$ cat src/rtl/demux4_buf.sv
// 1-to-4 buffered demultiplexer: one producer stream is routed by in_sel into
// four independent per-channel FIFOs, each drained by its own consumer.
module demux4_buf #(
  parameter int DATASIZE = 16,
  parameter int DEPTH    = 2,
  parameter int PTRW     = $clog2(DEPTH)
) (
  input  logic                clk,
  input  logic                rst_n,
  input  logic                in_valid,
  output logic                in_ready,
  input  logic [1:0]          in_sel,
  input  logic [DATASIZE-1:0] in_data,
  output logic [3:0]          out_valid,
  input  logic [3:0]          out_ready,
  output logic [DATASIZE-1:0] out_data0,
  output logic [DATASIZE-1:0] out_data1,
  output logic [DATASIZE-1:0] out_data2,
  output logic [DATASIZE-1:0] out_data3,
  output logic                busy
);

  // Handshake: a word moves on any side only in a cycle where valid and ready
  // are both high at the rising edge. in_ready depends only on in_sel and
  // registered counts, never on in_valid or out_ready.

  logic [3:0]          w_full;
  logic [3:0]          w_push;
  logic [3:0]          w_pop;
  logic [DATASIZE-1:0] w_head [4];

  assign in_ready = !w_full[in_sel];
  assign busy     = |out_valid;

  assign out_data0 = w_head[0];
  assign out_data1 = w_head[1];
  assign out_data2 = w_head[2];
  assign out_data3 = w_head[3];

  for (genvar k = 0; k < 4; k++) begin : g_ch
    logic [DATASIZE-1:0] r_mem [DEPTH];
    logic [PTRW:0]       r_count;
    logic [PTRW-1:0]     r_rd_ptr;
    logic [PTRW-1:0]     r_wr_ptr;

    assign w_full[k]    = (r_count == (PTRW+1)'(DEPTH));
    assign out_valid[k] = (r_count != '0);
    assign w_push[k]    = in_valid && in_ready && (in_sel == 2'(k));
    assign w_pop[k]     = out_valid[k] && out_ready[k];
    assign w_head[k]    = r_mem[r_rd_ptr];

    // Pointers wrap naturally because DEPTH is a power of two.
    always_ff @(posedge clk or negedge rst_n) begin
      if (!rst_n) begin
        r_count  <= '0;
        r_rd_ptr <= '0;
        r_wr_ptr <= '0;
      end else begin
        if (w_push[k]) r_wr_ptr <= r_wr_ptr + 1'b1;
        if (w_pop[k])  r_rd_ptr <= r_rd_ptr + 1'b1;
        case ({w_push[k], w_pop[k]})
          2'b10:   r_count <= r_count + 1'b1;
          2'b01:   r_count <= r_count - 1'b1;
          default: r_count <= r_count;
        endcase
      end
    end

    // Storage is deliberately left out of reset; out_valid masks stale words.
    always_ff @(posedge clk) begin
      if (w_push[k]) r_mem[r_wr_ptr] <= in_data;
    end
  end

endmodule

$ cat config.mk
export PLATFORM = sky130hd
export DESIGN_NAME = demux4_buf
export DESIGN_NICKNAME = d
export VERILOG_FILES = /design/src/rtl/demux4_buf.sv
export SDC_FILE = /design/constraint.sdc
export NUM_CORES = 1
export LEC_CHECK = 0
export BUFFER_PORTS_ARGS = -buffer_cell sky130_fd_sc_hd__buf_2
export CAP_MARGIN = 20
export CORE_ASPECT_RATIO = 1.1
export CORE_UTILIZATION = 55
export CTS_CLUSTER_DIAMETER = 40
export DETAILED_ROUTE_END_ITERATION = 16
export PLACE_DENSITY = 0.81
export SKIP_LAST_GASP = 1
export SLEW_MARGIN = 40
export SYNTH_ARGS = -nofsm -noshare
export SYNTH_HDL_FRONTEND = slang
export SYNTH_SLANG_ARGS = --single-unit
$ cat constraint.sdc
create_clock -name clk -period 2.5 [get_ports clk]
set_input_delay 0.25 -clock clk [delete_from_list [all_inputs] [get_ports clk]]
set_output_delay 0.25 -clock clk [all_outputs]
set_load 0.01 [all_outputs]
After elaboration in Yosys (flattened, before gate mapping):

Memory sizes are Yosys's and may differ from the RTL's.
Index checks and enable logic that the tools add are counted.

* bits in writable memories: 128
* ROM bits: 0
* memories kept: 4
* bits of input ports: 25
* bits in latches: 0
* bits in registers: 16

Memory list
* g_ch[0].r_mem: depth 2, width 16, read ports 1, clocked after memory_dff 0, write ports 1, line 41 `logic [DATASIZE-1:0] r_mem [DEPTH];`
* g_ch[1].r_mem: depth 2, width 16, read ports 1, clocked after memory_dff 0, write ports 1, line 41
* g_ch[2].r_mem: depth 2, width 16, read ports 1, clocked after memory_dff 0, write ports 1, line 41
* g_ch[3].r_mem: depth 2, width 16, read ports 1, clocked after memory_dff 0, write ports 1, line 41

* bitwise gates (word level): 0
* $lt $le $gt $ge: 1
* div/mod/pow operators: 0
* eq/ne operators: 15
* add/subtract/negate cells: 16
* $mul: 0
* reduce and logical (&&, ||, !) cells: 20
* shift operators: 0
* multiplexer cells: 14

Operators by type and width (number)
* $eq A2 B2 Y1 const B: 10
* $pmux W2 S2: 4
* $reduce_bool A2 Y1: 8
* $eq A2 B1 Y1 const B: 5
* $logic_and A1 B1 Y1: 9
* $mux W1: 9
* $add A1 B1 Y1 const B: 8
* $add A2 B1 Y2 const B: 4
* $sub A2 B1 Y2 const B: 4
* $reduce_or A4 Y1: 1
* $lt A2 B3 Y1 const B: 1
* $bmux W1 S2: 1
* $logic_not A2 Y1: 1
* $logic_not A1 Y1: 1

Depth between registers and ports, before layout:

Gate-level depths: netlist (run 1).

* depth after elaboration: 8
* gate-level depth with buffers: 6
* depth with buffers taken out: 6

Least setup slack after synthesis (run 1):

No wires, ideal clock.

* path kind: flip-flop to flip-flop
* start point: reg g_ch[2].r_count[0]
* end point: mem g_ch[2].r_mem[1][0] (enable)
* setup slack: 0.685 ns
* data arrival time: 1.426 ns
* cell stages (with the launch flop): 4
* clock period less this slack: 1.815 ns
* required time: 2.111 ns
* path through: dfrtp_1 -> nand2b_1 -> nand4b_1 -> nor2_1

* word-level cells in the longest chain between the ends: 8

Ends and longest elaborated chain
* from (decl): line 42 `logic [PTRW:0] r_count;`
* from (signal assigned): line 62 `2'b10: r_count <= r_count + 1'b1;`
* from (signal assigned): line 63 `2'b01: r_count <= r_count - 1'b1;`
* from (signal assigned): line 64 `default: r_count <= r_count;`
* $eq A2 B2 Y1: line 46 `assign w_full[k] = (r_count == (PTRW+1)'(DEPTH));`
* $bmux W1 S2: line 32 `assign in_ready = !w_full[in_sel];`
* $mux W1 (implied by the code): line 32
* $logic_not A1 Y1: line 32
* $logic_and A1 B1 Y1 (2 in series): line 48 `assign w_push[k] = in_valid && in_ready && (in_sel == 2'(k));`
* $mux W1: line 71 `if (w_push[k]) r_mem[r_wr_ptr] <= in_data;`
* $mux W1 (implied by the code): line 71
* to (decl): line 41

Every way passes these cells. The select of a mux whose other input is x is not followed.

Worst setup path after layout (run 1):

* start point: reg g_ch[0].r_rd_ptr
* end point: out out_data0[1]

* word-level cells in the longest chain between the ends: 1

Ends and longest elaborated chain
* from (decl): line 43 `logic [PTRW-1:0] r_rd_ptr;`
* from (signal assigned): line 60 `if (w_pop[k]) r_rd_ptr <= r_rd_ptr + 1'b1;`
* $mem_v2 Z2 W16
* to (decl): line 16 `output logic [DATASIZE-1:0] out_data0,`

Every way passes these cells.

==> results of run 1 <==
## cells in the mapped netlist, drive strengths merged
cell / number / share of area [%]
and2: 4 / 0.46
and3: 1 / 0.12
buf: 8 / 0.74
dfrtp: 16 / 7.4
edfxtp: 128 / 71
ha: 4 / 0.92
inv: 3 / 0.21
mux2: 64 / 13
mux4: 1 / 0.41
nand2: 1 / 0.069
nand2b: 4 / 0.46
nand4: 1 / 0.12
nand4b: 2 / 0.32
nor2: 11 / 0.76
nor3b: 1 / 0.14
or2: 4 / 0.51
or4: 1 / 0.21
xnor2: 12 / 1.9
xor2: 8 / 1.3
## per-layer routing
layer / wire, µm / vias to the layer above / share of wire (%) / global-route usage (%)
met5: 0 / - / 0 / 0
met4: 297 / 0 / 2.8 / 11.0
met3: 636 / 21 / 5.9 / 7.03
met2: 5570 / 109 / 52 / 36.8
met1: 4270 / 1446 / 40 / 27.2
li1: - / 1303 / - / -
## sequential cells by signal, summed over array words and instances, names as in the netlist
name,cells
g_ch.r_wr_ptr,4
g_ch.r_rd_ptr,4
g_ch.r_mem,128
g_ch.r_count,8
## through the flow
stage	hold slack, ps	instance area (µm²)	setup WS (ps)
CTS	1.31	6760	201
finish	9.80	6760	294
floorplan	-45.6	5440	685
detailed placement	194	6160	622
global route	9.70	6760	196
global placement	186	6160	715
## logic make-up (layout without fill, tap and decap cells)
group / after synthesis / after routing / share of synthesized area [%]
multiplexers: 65 / 65 / 13.7
XOR/XNOR: 20 / 20 / 3.22
adder cells (fa/ha/maj): 4 / 4 / 0.921
AND/OR/NAND/NOR: 30 / 30 / 3.15
buffers and inverters: 11 / 153 / 0.944
flip-flops: 144 / 144 / 78.1
## layout by cell type, fill, tap and decap left out
| cell | netlist | final |
|---|---|---|
| xnor2_1 | 12 | 12 |
| and3_1 | 1 | 1 |
| dlygate4sd3_1 | 0 | 7 |
| mux2_2 | 64 | 64 |
| or2_1 | 2 | 2 |
| ha_1 | 4 | 4 |
| and2_1 | 4 | 4 |
| clkinv_2 | 0 | 7 |
| or4_4 | 1 | 1 |
| nand4_1 | 1 | 1 |
| clkbuf_8 | 0 | 1 |
| dfrtp_2 | 0 | 1 |
| nand4b_1 | 2 | 2 |
| nor2_1 | 11 | 4 |
| xor2_1 | 8 | 8 |
| edfxtp_1 | 128 | 128 |
| nor2_2 | 0 | 7 |
| inv_1 | 3 | 3 |
| nor3b_1 | 1 | 1 |
| dfrtp_1 | 16 | 15 |
| or2_4 | 1 | 1 |
| buf_4 | 0 | 17 |
| buf_2 | 8 | 94 |
| mux4_2 | 1 | 1 |
| clkbuf_16 | 0 | 16 |
| nand2_1 | 1 | 1 |
| clkinvlp_4 | 0 | 2 |
| clkinv_1 | 0 | 1 |
| nand2b_1 | 4 | 4 |
| bufinv_16 | 0 | 1 |
| inv_6 | 0 | 2 |
| or2_2 | 1 | 1 |
| clkinv_4 | 0 | 2 |
## path summary, 6_finish.rpt
kind	startpoint	slack, ps	cells after the start	to
max	g_ch[0].r_rd_ptr	290	3	out_data0[1]
min	in_data[3]	10	1	g_ch[0].r_mem[1][3]
max reg2reg	g_ch[1].r_count[0]	620	5	g_ch[1].r_mem[0][8]
min reg2reg	g_ch[3].r_rd_ptr	470	1	g_ch[3].r_rd_ptr
max in group asynchronous	rst_n	2010	2	g_ch[2].r_rd_ptr
min in group asynchronous	rst_n	180	2	g_ch[3].r_count[1]
## power by group through the flow
stage / logic (mW) / clock network, mW / registers [mW]
final: 1.85 / 2.24 / 3.19
after global routing: 1.99 / 2.38 / 3.23
after CTS: 1.87 / 2.27 / 3.19
after detailed placement: 1.84 / 0 / 3.24
after global placement: 1.82 / 0 / 3.22
after floorplan: 1.29 / 0 / 3.07
## area by class of cell
| cell class | instances | area [µm²] |
|---|---|---|
| flip-flops and latches | 144 | 4250 |
| clock buffers | 17 | 414 |
| multi-input cells | 119 | 1160 |
| inverters | 3 | 11.3 |
| well taps | 117 | 146 |
| clock inverters | 15 | 119 |
| fillers | 579 | 2730 |
| repair buffers | 118 | 668 |
## critical path: stages, from the launching register on
cell and delay, ps:
dfrtp_1 660, buf_4 290, mux2_2 350, buf_2 140
## repair_timing
action / 4_1_cts / 5_1_grt
buffers inserted: 0 / 0
setup endpoints to repair: 0 / 0
resized for setup: 0 / 0
hold buffers: 7 / 0
hold endpoints to repair: 63 / 0
==> results.cfg, run 1 <==
[clock_network]
cts_tree = yes
cts.clk_slew.worst_paths_ps = 60
numCtsBuffers = 17
clk_path_buf_depth = 2
clkLatencyLatePin_ps = 520
htreeDepth = 4
clockRootBuffer = clkbuf_8
clock-sinks = 144

[worst_setup_path]
arrival_ps = 1960
crit_fanout = 10
cp-start-kind = register
cp.required_ps = 2250
path_class = reg -> out
cp-end-kind = output port

[floorplanning]
core_area_um2 = 9490
pin_count = 95
dieWidth_um = 96.8
start_util_pct = 57.3
die-area_um2 = 10300
die_h_um = 106
num_rows = 37

[cells_and_area]
area.growth.synth_to_final_pct = 24.4
diodes = 0
post-route-util_pct = 71.2
nNetsFinal = 432
layout-drive-gt1-share_pct = 52.4
final_cells = 533

[sta]
tightest_slew_ps = 543
fin_crit_ps = 2210
setup_viol = 0
slew_headroom_pct = 63.7
rsz0062_at_grt = false
fin_crit_sh_pct = 88.3
timing.fmax_mhz = 453
hold_viol_final = 0
finClkSkew_ps = 10.8
tns_ps = 0
maxSlewViolCount = 0

[power]
cellPowerDensity_nw_per_um2 = 1080
total_power_mw = 7.29
clockPowerShare_pct = 30.8
leakage_nw = 2.52
seq_power_share_pct = 43.8
swShare_pct = 28.9
p_switching_mw = 2.11
power.internal_mw = 5.18
ir_drop_mv = 0.723
p_comb_share_pct = 25.4

[grt]
grt.overflow.total = 0
grt_pass1_wl_um = 16600
track_usage_pct = 22.5
grt_max_degree = 18
grt_pass1_vias = 3019
antenna_found_initial = 0

[placement]
portBuffers = 94
routabilityCongestion = 0.751
hpwl_um = 6730
placed_cells = 494

[route]
drc = 0
wirelength_um = 10800
first_pass_iters = 4
drt_iter0_drc = 140
post_drt_wl_per_cell_um = 20.2
ant_nets = 0
avgViaCountPerCell = 5.40
vias = 2879

[logic_synthesis]
yosys_register_bits = 144
ys_types = 21
seq_area_frac_synth_pct = 78.1
yosysWarnings = 0
syn_inst = 274
syn-num-nets = 303
synth.cell_area_um2 = 5440
avgSynthCellArea_um2 = 19.8

[flow_run]
maxCapViolations = 0

[min_path]
hold_class = in -> reg

[run_status]
status = finished, final reports clean
Power figures use the tool's default switching activity.
==> run 2: changes to the inputs <==
--- a/config.mk
+++ b/config.mk
@@ -8,10 +8,11 @@
 export BUFFER_PORTS_ARGS = -buffer_cell sky130_fd_sc_hd__buf_2
 export CAP_MARGIN = 20
 export CORE_ASPECT_RATIO = 1.1
-export CORE_UTILIZATION = 55
+export CORE_UTILIZATION = 50
 export CTS_CLUSTER_DIAMETER = 40
 export DETAILED_ROUTE_END_ITERATION = 16
-export PLACE_DENSITY = 0.81
+export HOLD_SLACK_MARGIN = 0.05
+export PLACE_DENSITY = 0.77
 export SKIP_LAST_GASP = 1
 export SLEW_MARGIN = 40
 export SYNTH_ARGS = -nofsm -noshare
==> constraint.sdc (replaced) <==
create_clock -name clk -period 1.94 [get_ports clk]
set_input_delay 0.194 -clock clk [delete_from_list [all_inputs] [get_ports clk]]
set_output_delay 0.194 -clock clk [all_outputs]
set_load 0.01 [all_outputs]
==> results.cfg, run 2 (synthesis gave the netlist of run 1 again) <==
[floorplanning]
pin_count = 95
num_rows = 39
die_h_um = 111
start_util_pct = 51.8
core_area_um2 = 10500
die-area_um2 = 11300
dieWidth_um = 101

[flow_run]
maxCapViolations = 0

[route]
met2WireLength_um = 5650
vias = 2841
wl_met1_um = 4480
wirelength_um = 10800
avgViaCountPerCell = 5.00
first_pass_iters = 4
top_layer_used = met4
dr_wl_met3_um = 447
ant_nets = 0
post_drt_wl_per_cell_um = 19.0
drt_iter0_drc = 151
drc = 0

[cells_and_area]
final_cell_mix = edfxtp_1, buf_2, mux2_2
reg.largest.list = g_ch.r_mem x128, g_ch.r_count x8
ff_latch_area_um2 = 4250
nNetsFinal = 441
layout_commonest_cell = edfxtp_1
multi_input_area_um2 = 1170
final_cells = 568
regMostFlops = g_ch.r_mem
layout-drive-gt1-share_pct = 54.1
diodes = 0
area.growth.synth_to_final_pct = 30.1
largest_reg_flops = 128
n_fill_cell = 669

[clock_network]
clk_path_buf_depth = 2
numCtsBuffers = 17
cts_tree = yes
clock-sinks = 144
clkLatencyLatePin_ps = 410
clockRootBuffer = clkbuf_16
cts.clk_slew.worst_paths_ps = 60
htreeDepth = 4

[grt]
grt_pass1_vias = 2981
track_usage_pct = 20.5
grt.overflow.total = 0
grt_max_degree = 17
grt_pass1_wl_um = 16000
antenna_found_initial = 0

[run_status]
status = finished, final reports clean

[sta]
maxSlewViolCount = 0
timing.fmax_mhz = 524
setup_viol = 0
slew_headroom_pct = 75.3
fin_crit_ps = 1910
tightest_slew_ps = 370
hold_ws_ps = 67.3
hold_viol_final = 0
finClkSkew_ps = 5.68
fin_crit_sh_pct = 98.3
rsz0062_at_grt = true

[placement]
placed_cells = 523
portBuffers = 94
hpwl_um = 6840
routabilityCongestion = 0.796

[min_path]
hold_class = in -> reg

[worst_setup_path]
cp.required_ps = 1750
crit_fanout = 3
path_class = reg -> out
arrival_ps = 1710
cp-end-kind = output port
cp-start-kind = register

[power]
ir_drop_mv = 0.889
leakage_nw = 2.66
cellPowerDensity_nw_per_um2 = 1500
-- run 2: cell count changes in the layout (fill, tap and decap cells not counted), sizes merged --
cell	previous run	this run
clkinv	10	4
dlygate4sd3	7	8
bufinv	1	8
inv	5	4
buf	111	119
-- run 2: cell type report --
| type | count | share of cell area [%] |
|---|---|---|
| Sequential cell | 144 | 60.0 |
| Clock inverter | 15 | 4.07 |
| Inverter | 3 | 0.159 |
| Multi-Input combinational cell | 119 | 16.6 |
| Clock buffer | 17 | 6.02 |
| Timing Repair Buffer | 127 | 10.6 |
| Tap cell | 143 | 2.53 |
-- run 2: final timing paths --
path | from | end | slack [ps] | cells past startpoint
max | g_ch[2].r_count[1] | busy | 30 | 3
min | in_data[13] | g_ch[2].r_mem[1][13] | 70 | 1
max reg2reg | g_ch[1].r_count[0] | g_ch[1].r_count[1] | 280 | 7
min reg2reg | g_ch[1].r_rd_ptr | g_ch[1].r_rd_ptr | 460 | 1
max in group asynchronous | rst_n | g_ch[0].r_rd_ptr | 1420 | 2
min in group asynchronous | rst_n | g_ch[3].r_count[0] | 220 | 2
-- run 2: repair_timing --
action	4_1_cts	5_1_grt
resized for setup	2	5
buffers inserted	5	0
pin swaps	3	0
hold buffers	8	0
setup endpoints to repair	1	4
endpoints found under the hold margin	66	0
-- run 2: power by group --
| part | total, mW | switching [mW] | internal, mW |
|---|---|---|---|
| combinational | 2.78 | 1.39 | 1.39 |
| sequential | 3.96 | 0.196 | 3.76 |
| clock | 3.87 | 1.20 | 2.67 |
-- run 2: worst max-delay path, cell delays in order (launching register included) --
cell     delay, ps
dfrtp_1        400
or2_4          250
or4_4          510
buf_6          140
-- run 2: per-layer routing --
layer / vias to the layer above / global-route usage, %
li1: 1316 / -
met1: 1435 / 23.7
met2: 75 / 35.1
met3: 15 / 6.47
met4: 0 / 8.21
met5: - / 0
-- run 2: per-stage QoR --
stage | setup TNS [ps] | utilization [%] | power, mW | setup WS (ps) | area [µm²]
2_1_floorplan | 0 | - | 5.62 | 125 | 5440
4_1_cts | 0 | 67.2 | 10.6 | 0.839 | 7050
3_3_place_gp | 0 | 59.2 | 6.57 | 380 | 6210
6_report | 0 | 67.4 | 10.6 | 32.1 | 7070
5_1_grt | -23.2 | 67.4 | 11.0 | -23.2 | 7070
3_5_place_dp | 0 | 59.2 | 6.63 | 315 | 6210
